[src/rtl/i2c_pkg.sv]
// Shared I2C bit-level definitions: command encodings (common to the bit
// reader and bit writer) and the bit-reader state type.
package i2c_pkg;

    typedef enum logic [1:0] {
        CMD_NONE  = 2'b00,
        READ_DATA = 2'b01,
        READ_ACK  = 2'b10,
        CMD_RSVD  = 2'b11
    } cmd_e;

    typedef enum logic [2:0] {
        IDLE,
        LOW1,
        LOW2,
        HIGH1,
        HIGH2,
        DONE,
        WAIT_REL
    } state_e;

    function automatic logic cmd_valid(input logic [1:0] c);
        return (c == READ_DATA) || (c == READ_ACK);
    endfunction

endpackage

[src/rtl/i2c_read_bit_if.sv]
// Command handshake and bus pins of the I2C bit reader. The controller side
// (master) drives command/go and the line readbacks; the reader is the slave.
interface i2c_read_bit_if;
    logic [1:0] command;
    logic       go;
    logic       finish;
    logic       bit_out;
    logic       ack;
    logic       error;
    logic       scl;
    logic       sda;
    logic       scl_in;
    logic       sda_in;

    modport master (
        output command, go, scl_in, sda_in,
        input  finish, bit_out, ack, error, scl, sda
    );

    modport slave (
        input  command, go, scl_in, sda_in,
        output finish, bit_out, ack, error, scl, sda
    );
endinterface

[src/rtl/i2c_phase_timer.sv]
// SCL quarter-phase prescaler: phase_done pulses every PHASE_CYCLES cycles,
// restarts on clear and holds its count while freeze is high.
module i2c_phase_timer #(
    parameter int PHASE_CYCLES = 1
) (
    input  logic clock,
    input  logic reset,
    input  logic clear,
    input  logic freeze,
    output logic phase_done
);
    localparam int W = (PHASE_CYCLES > 1) ? $clog2(PHASE_CYCLES) : 1;
    localparam logic [W-1:0] LAST = W'(PHASE_CYCLES - 1);

    logic [W-1:0] cnt;

    assign phase_done = ~freeze & (cnt == LAST);

    always_ff @(posedge clock or posedge reset) begin
        if (reset)
            cnt <= '0;
        else if (clear || phase_done)
            cnt <= '0;
        else if (!freeze)
            cnt <= cnt + 1'b1;
    end
endmodule

[src/rtl/i2c_read_bit.sv]
// I2C master bit receiver: one SCL pulse with SDA released, samples SDA twice
// while SCL is high. Optional slave clock stretching via I2C_CLOCK_STRETCH_EN.
module i2c_read_bit
    import i2c_pkg::*;
#(
    parameter int PHASE_CYCLES = 1,
    parameter int STRETCH_MAX  = 255
) (
    input  logic           clock,
    input  logic           reset,
    i2c_read_bit_if.slave  bus
);
    localparam int SW = $clog2(STRETCH_MAX + 2);

    state_e     state_q, state_d;
    logic [1:0] cmd_q, cmd_d;
    logic       a_q, a_d;
    logic       fin_q, fin_d;
    logic       bit_q, bit_d;
    logic       ack_q, ack_d;
    logic       err_q, err_d;
    logic       scl_q, scl_d;
    logic       phase_done;
    logic       stretch_hold;
    logic       timeout;

`ifdef I2C_CLOCK_STRETCH_EN
    logic [SW-1:0] stretch_cnt;

    // Slave holding SCL low during HIGH1 pauses the phase timer.
    assign stretch_hold = (state_q == HIGH1) & ~bus.scl_in;
    assign timeout      = (state_q == HIGH1) & (stretch_cnt > SW'(STRETCH_MAX));

    always_ff @(posedge clock or posedge reset) begin
        if (reset)
            stretch_cnt <= '0;
        else if (state_q != HIGH1)
            stretch_cnt <= '0;
        else if (stretch_hold)
            stretch_cnt <= stretch_cnt + 1'b1;
    end
`else
    logic unused_stretch;

    // scl_in and STRETCH_MAX only feed the stretch logic.
    assign unused_stretch = ^{bus.scl_in, SW'(STRETCH_MAX)};
    assign stretch_hold   = 1'b0;
    assign timeout        = 1'b0;
`endif

    i2c_phase_timer #(.PHASE_CYCLES(PHASE_CYCLES)) u_timer (
        .clock      (clock),
        .reset      (reset),
        .clear      (state_d != state_q),
        .freeze     (stretch_hold),
        .phase_done (phase_done)
    );

    always_ff @(posedge clock or posedge reset) begin
        if (reset) begin
            state_q <= IDLE;
            cmd_q   <= 2'b00;
            a_q     <= 1'b0;
            fin_q   <= 1'b0;
            bit_q   <= 1'b0;
            ack_q   <= 1'b0;
            err_q   <= 1'b0;
            scl_q   <= 1'b1;
        end else begin
            state_q <= state_d;
            cmd_q   <= cmd_d;
            a_q     <= a_d;
            fin_q   <= fin_d;
            bit_q   <= bit_d;
            ack_q   <= ack_d;
            err_q   <= err_d;
            scl_q   <= scl_d;
        end
    end

    always_comb begin
        state_d = state_q;
        cmd_d   = cmd_q;
        a_d     = a_q;
        fin_d   = 1'b0;
        bit_d   = bit_q;
        ack_d   = ack_q;
        err_d   = err_q;
        case (state_q)
            IDLE: if (bus.go && cmd_valid(bus.command)) begin
                cmd_d   = bus.command;
                state_d = LOW1;
            end
            LOW1: if (phase_done) state_d = LOW2;
            LOW2: if (phase_done) state_d = HIGH1;
            HIGH1: begin
                if (timeout) begin
                    fin_d   = 1'b1;
                    bit_d   = 1'b1;
                    ack_d   = 1'b0;
                    err_d   = 1'b1;
                    state_d = DONE;
                end else if (phase_done) begin
                    a_d     = bus.sda_in;
                    state_d = HIGH2;
                end
            end
            HIGH2: if (phase_done) begin
                // A change between the two samples means a START/STOP on the bus.
                fin_d   = 1'b1;
                bit_d   = bus.sda_in;
                ack_d   = (cmd_q == READ_ACK) & ~bus.sda_in;
                err_d   = a_q ^ bus.sda_in;
                state_d = DONE;
            end
            DONE:     state_d = bus.go ? WAIT_REL : IDLE;
            WAIT_REL: if (!bus.go) state_d = IDLE;
            default:  state_d = IDLE;
        endcase
        scl_d = !((state_d == LOW1) || (state_d == LOW2));
    end

    assign bus.finish  = fin_q;
    assign bus.bit_out = bit_q;
    assign bus.ack     = ack_q;
    assign bus.error   = err_q;
    assign bus.scl     = scl_q;
    assign bus.sda     = 1'b1;
endmodule
[src/flat_wrapper.sv]
// flat-port wrapper written by rule: the top's interface ports become plain ports
module i2c_read_bit_flat import i2c_pkg::*;
#(
    parameter int PHASE_CYCLES = 1,
    parameter int STRETCH_MAX  = 255
)
  (clock, reset, bus_command, bus_go, bus_scl_in, bus_sda_in, bus_finish, bus_bit_out, bus_ack, bus_error, bus_scl, bus_sda);
  i2c_read_bit_if bus_i ();
  input  logic clock;
  input  logic reset;
  input wire logic [$bits(bus_i.command)-1:0] bus_command;
  input wire logic [$bits(bus_i.go)-1:0] bus_go;
  input wire logic [$bits(bus_i.scl_in)-1:0] bus_scl_in;
  input wire logic [$bits(bus_i.sda_in)-1:0] bus_sda_in;
  output wire logic [$bits(bus_i.finish)-1:0] bus_finish;
  output wire logic [$bits(bus_i.bit_out)-1:0] bus_bit_out;
  output wire logic [$bits(bus_i.ack)-1:0] bus_ack;
  output wire logic [$bits(bus_i.error)-1:0] bus_error;
  output wire logic [$bits(bus_i.scl)-1:0] bus_scl;
  output wire logic [$bits(bus_i.sda)-1:0] bus_sda;
  assign bus_i.command = bus_command;
  assign bus_i.go = bus_go;
  assign bus_i.scl_in = bus_scl_in;
  assign bus_i.sda_in = bus_sda_in;
  assign bus_finish = bus_i.finish;
  assign bus_bit_out = bus_i.bit_out;
  assign bus_ack = bus_i.ack;
  assign bus_error = bus_i.error;
  assign bus_scl = bus_i.scl;
  assign bus_sda = bus_i.sda;
  i2c_read_bit #(.PHASE_CYCLES(PHASE_CYCLES), .STRETCH_MAX(STRETCH_MAX)) u_core (.clock(clock), .reset(reset), .bus(bus_i));
endmodule
[config.mk]
export PLATFORM = sky130hd
export DESIGN_NAME = i2c_read_bit_flat
export DESIGN_NICKNAME = d
export VERILOG_FILES = /design/src/rtl/i2c_pkg.sv /design/src/rtl/i2c_read_bit_if.sv /design/src/rtl/i2c_phase_timer.sv /design/src/rtl/i2c_read_bit.sv /design/src/flat_wrapper.sv
export SDC_FILE = /design/constraint.sdc
export NUM_CORES = 1
export LEC_CHECK = 0
export CORE_MARGIN = 4
export CORE_UTILIZATION = 47
export DETAILED_ROUTE_END_ITERATION = 12
export PLACE_DENSITY = 0.8
export SYNTH_ARGS = -nofsm -noshare
export SYNTH_HDL_FRONTEND = slang
export SYNTH_SLANG_ARGS = --single-unit
[constraint.sdc]
create_clock -name clock -period 1.7 [get_ports clock]
set_clock_uncertainty 0.1 [all_clocks]
set_input_delay 0.34 -clock clock [delete_from_list [all_inputs] [get_ports clock]]
set_output_delay 0.34 -clock clock [all_outputs]
set_load 0.1 [all_outputs]
# Yosys cells after proc, flatten, opt, wreduce, memory -nomap -nowiden
# Cells that the tools add are included.
# totals
register_bits	12
out_inout_bits	6
# op_classes
addsub	1
n_eq_ne	12
mux	11
bitwise	4
n_reduce_logical	9
# op_table
op	count
3-bit 2-to-1 mux	7
3-bit one-hot mux with 7 select lines	1
3-bit by 2-bit equality test with 1-bit output (second input constant)	3
3-bit equality test (second input constant)	3
3-bit by 1-bit equality test with 1-bit output (second input constant)	2
2-bit AND reduction	3
2-bit equality test (second input constant)	2
3-bit logical NOT	1
1-bit logical OR	3
1-bit 2-to-1 mux	3
3-bit != test	1
2-bit by 1-bit equality test with 1-bit output (second input constant)	1
1-bit inverter	2
1-bit adder (second input constant)	1
1-bit AND	1
1-bit logical AND	1
1-bit logical NOT	1
1-bit XOR	1

# Longest topological paths before layout
# logic_depth
word_depth	8
ltp_mapped	4

# Cells and area by module
# Synthesis repeated with hierarchy kept, for this count alone.
# hier_totals
hier_cells	60
area_unflattened_um2	626.9
# modules_own_cells
module	instances	cells_each	area_each_um2	seq_area_each_um2
i2c_read_bit	1	56	585.6	276.5
i2c_phase_timer	1	4	41.3	25.0

# Worst setup path after synthesis
# Ideal clock, no wire load.
# synth_path
kind	register to register
from	register u_core.state_q[1]
to	register u_core.cmd_q[1]
setup_ns	0.122
arrival_ns	1.252
required_ns	1.478
setup_slack_ns	0.226
stages_incl_launch_ff	5
synth_period_minus_slack_ns	1.474
path_cell_list	dfrtp_1 buf_6 or4b_4 o21ai_1 a21oi_1
# synth_via
elab_chain_cells	2
# synth_rtl
item	line_no	source
start: declaration	i2c_read_bit.sv:15	state_e state_q, state_d;
start signal: assignment	i2c_read_bit.sv:70	state_q <= state_d;
3-bit logical NOT	i2c_read_bit.sv:89	case (state_q)
2-bit AND reduction (no line)	-	
end signal: assignment	i2c_read_bit.sv:71	cmd_q <= cmd_d;
end: declaration	i2c_read_bit.sv:16	logic [1:0] cmd_q, cmd_d;
# No other way between the ends.
# A chain may end at the register's enable or synchronous reset.

# Worst setup path in the final report
# layout_path
from	register u_core.state_q[0]
to	register u_core.ack_q (netlist: u_core.bus.ack)
# layout_via
elab_chain_cells	2
# layout_rtl
item	line_no	source
3-bit equality test	i2c_read_bit.sv:89	
2-bit AND reduction (no line)	-	
end signal: assignment	i2c_read_bit.sv:75	ack_q <= ack_d;
end: declaration	i2c_read_bit.sv:20	logic ack_q, ack_d;
# No other way between the ends.

==> results.json <==
{
  "status": "completed",
  "cts_buffers": 3,
  "vias": 439,
  "cp_top_family": "flip-flops",
  "place_congestion": 0.7297,
  "drive_gt1_share_pct": 33.33,
  "cts.path.max_buffers": 2,
  "synth_common_cells": "dfrtp_1 (11), a21oi_1 (4), inv_1 (4), mux2_2 (3)",
  "core_area_sq_um": 1171,
  "path_class": "reg -> reg",
  "pre_cts_slack_ns": -0.04406,
  "routedWlPerCell_um": 12.46,
  "powerDensity_nw_per_um2": 1869,
  "synth_edf_count": 0,
  "pin_count": 13,
  "dr.first_iter.drc_count": 4,
  "hold_viol": 0,
  "cts-root-buf": "clkbuf_4",
  "crit_required_ns": 1.76,
  "chipHeight_um": 44.05,
  "period_minus_slack_ns": 1.525,
  "ir_worst_vdd_uv": 1339,
  "cts_tree": "built",
  "cp-end-kind": "flop",
  "worst-path-buf-inv": 0,
  "synthesis.nets": 61,
  "die_w_um": 44.05,
  "start_util_pct": 52.14,
  "ys_ff_latch": 12,
  "cpPeakStageDelay_ns": 0.50,
  "post-synth-top-count-cell": "dfrtp_1",
  "ys_seq_area_share_pct": 49.39,
  "setup_ws_ns": 0.1755,
  "grt.total_usage_pct": 13.19,
  "drt_wl_total_um": 1034,
  "antenna_found_initial": 0,
  "clk_pin_slew_ns": 0.07,
  "postCtsSetupRepairBufs": 0,
  "finalSetupViolCount": 0,
  "nets": 77,
  "diodes": 0,
  "detailed_place_hpwl_um": 802.9,
  "power.leakage_nw": 0.3630,
  "synth.cell_area_sq_um": 610.6,
  "yosys_warnings": 0,
  "io_buffers": 10,
  "drtPass1Iterations": 3,
  "clk-insertion-delay-late_ns": 0.27,
  "cap_violations": 0,
  "synth_area_leaders": "dfrtp_1 (45%), mux2_2 (5.5%), dfstp_2 (4.3%)",
  "areaGrowthSynthToFinish_pct": 34.02,
  "rsz0062_at_grt": "no",
  "overflow": 0,
  "h-tree-depth": 1,
  "yosysTopAreaCell": "dfrtp_1",
  "synthCells": 54,
  "first_global_vias": 419,
  "async_reset_ff_share_pct": 100.0,
  "ant_nets": 0,
  "start_kind": "flop",
  "syn_avg_cell_area_sq_um": 11.31,
  "cts_num_sinks": 12,
  "crit_chain": "nor4b_4 > mux2_2",
  "crit_arrival_ns": 1.58,
  "die-area_sq_um": 1940,
  "period_share_pct": 89.68,
  "drc": 0,
  "synthFlopType": "dfrtp_1",
  "viasPerCell": 5.289,
  "cts_resized": 0,
  "slowest_stage": "dfrtp_1",
  "ys_types": 31,
  "synth_top_area_share_pct": 45.08,
  "finalMaxSlewViolations": 0,
  "final_util_pct": 69.87,
  "grt_pass1_wl_um": 1787,
  "grt_start_max_net_pins": 13,
  "fmax_mhz": 655.9,
  "holdBufCountCts": 0,
  "num_rows": 12,
  "crit_fanout": 10,
  "hp-class": "in -> async"
}
## flip-flops by register name, indices dropped and copies added (netlist names)
signal,count
u_core.a_q,1
u_core.bus.ack,1
u_core.bus.bit_out,1
u_core.bus.error,1
u_core.bus.finish,1
u_core.bus.scl,1
u_core.cmd_q,2
u_core.state_q,3
u_core.u_timer.cnt,1
## cells in the final DEF, fill, tap and decap left out, types with 2 or more instances in the layout
cell type | synthesis | final
clkbuf_4 | 0 | 3
o22ai_1 | 2 | 2
a21oi_1 | 4 | 4
buf_12 | 0 | 5
clkdlybuf4s50_1 | 0 | 5
dfrtp_1 | 11 | 11
mux2_2 | 3 | 3
buf_4 | 2 | 4
inv_1 | 4 | 4
nor2_1 | 2 | 2
conb_1 | 2 | 2
a21boi_0 | 2 | 2
## layer usage
metal | up-vias | wire length [um] | global-route usage [%]
met5 | - | 0 | 0
li1 | 217 | - | -
met2 | 9 | 498 | 19.77
met3 | 4 | 43 | 4.878
met1 | 209 | 461 | 14.80
met4 | 0 | 31 | 10.84
## power by group
group | switching, W | internal [W]
registers | 0.000134 | 0.000389
logic | 0.000445 | 0.000339
clock network | 0.0000931 | 0.000130
## worst reg2reg max path, stage by stage (launching register included)
cell     delay, ns
dfrtp_1       0.50
nor4b_4       0.44
mux2_2        0.38
## cell type report
cell class,count,area [sq um]
inverters,4,15.01
multi-input cells,35,267.8
repair buffers,14,180.2
fillers,82,352.8
well taps,14,17.52
flip-flops and latches,12,301.5
clock buffers,4,36.28
## stage by stage
stage / cell area [sq um] / TNS (ns) / cells / hold slack, ns / total power, W
final: 818.3 / 0 / 83 / 0.2655 / 0.001530
after global routing: 818.3 / 0 / 83 / 0.3078 / 0.001609
after CTS: 818.3 / 0 / 83 / 0.2773 / 0.001540
after detailed placement: 782.0 / -0.04406 / 79 / 0.4151 / 0.001313
after global placement: 782.0 / -0.01003 / 79 / 0.4044 / 0.001302
after floorplan: 610.6 / 0 / 54 / 0.1040 / 0.001075
## final timing paths
kind	startpoint	end	slack [ns]	depth (start not counted)
max	u_core.state_q[0]$_DFF_PP0_	u_core.bus.ack$_DFFE_PP0P_	0.18	2
min in group clock	u_core.cmd_q[0]$_DFFE_PP0P_	u_core.cmd_q[0]$_DFFE_PP0P_	0.43	1
max in group asynchronous	reset	u_core.bus.scl$_DFF_PP1_	0.90	2
min	reset	u_core.state_q[1]$_DFF_PP0_	0.27	2
max reg2reg	u_core.state_q[0]$_DFF_PP0_	u_core.bus.ack$_DFFE_PP0P_	0.18	2
min reg2reg	u_core.cmd_q[0]$_DFFE_PP0P_	u_core.cmd_q[0]$_DFFE_PP0P_	0.43	1
## cell families after synthesis
logic type	count (synthesis)	share of synthesized area, %
AOI/OAI and AO/OA	14	15.57
xor gates and xnor gates	2	2.869
adders and majority gates	1	1.639
buffers and inverters	7	6.761
DFF	12	49.39
muxes	3	5.532
other	2	1.230
and+or+nand+nor	13	17.01
No activity file was read; power rests on OpenSTA's default activity.
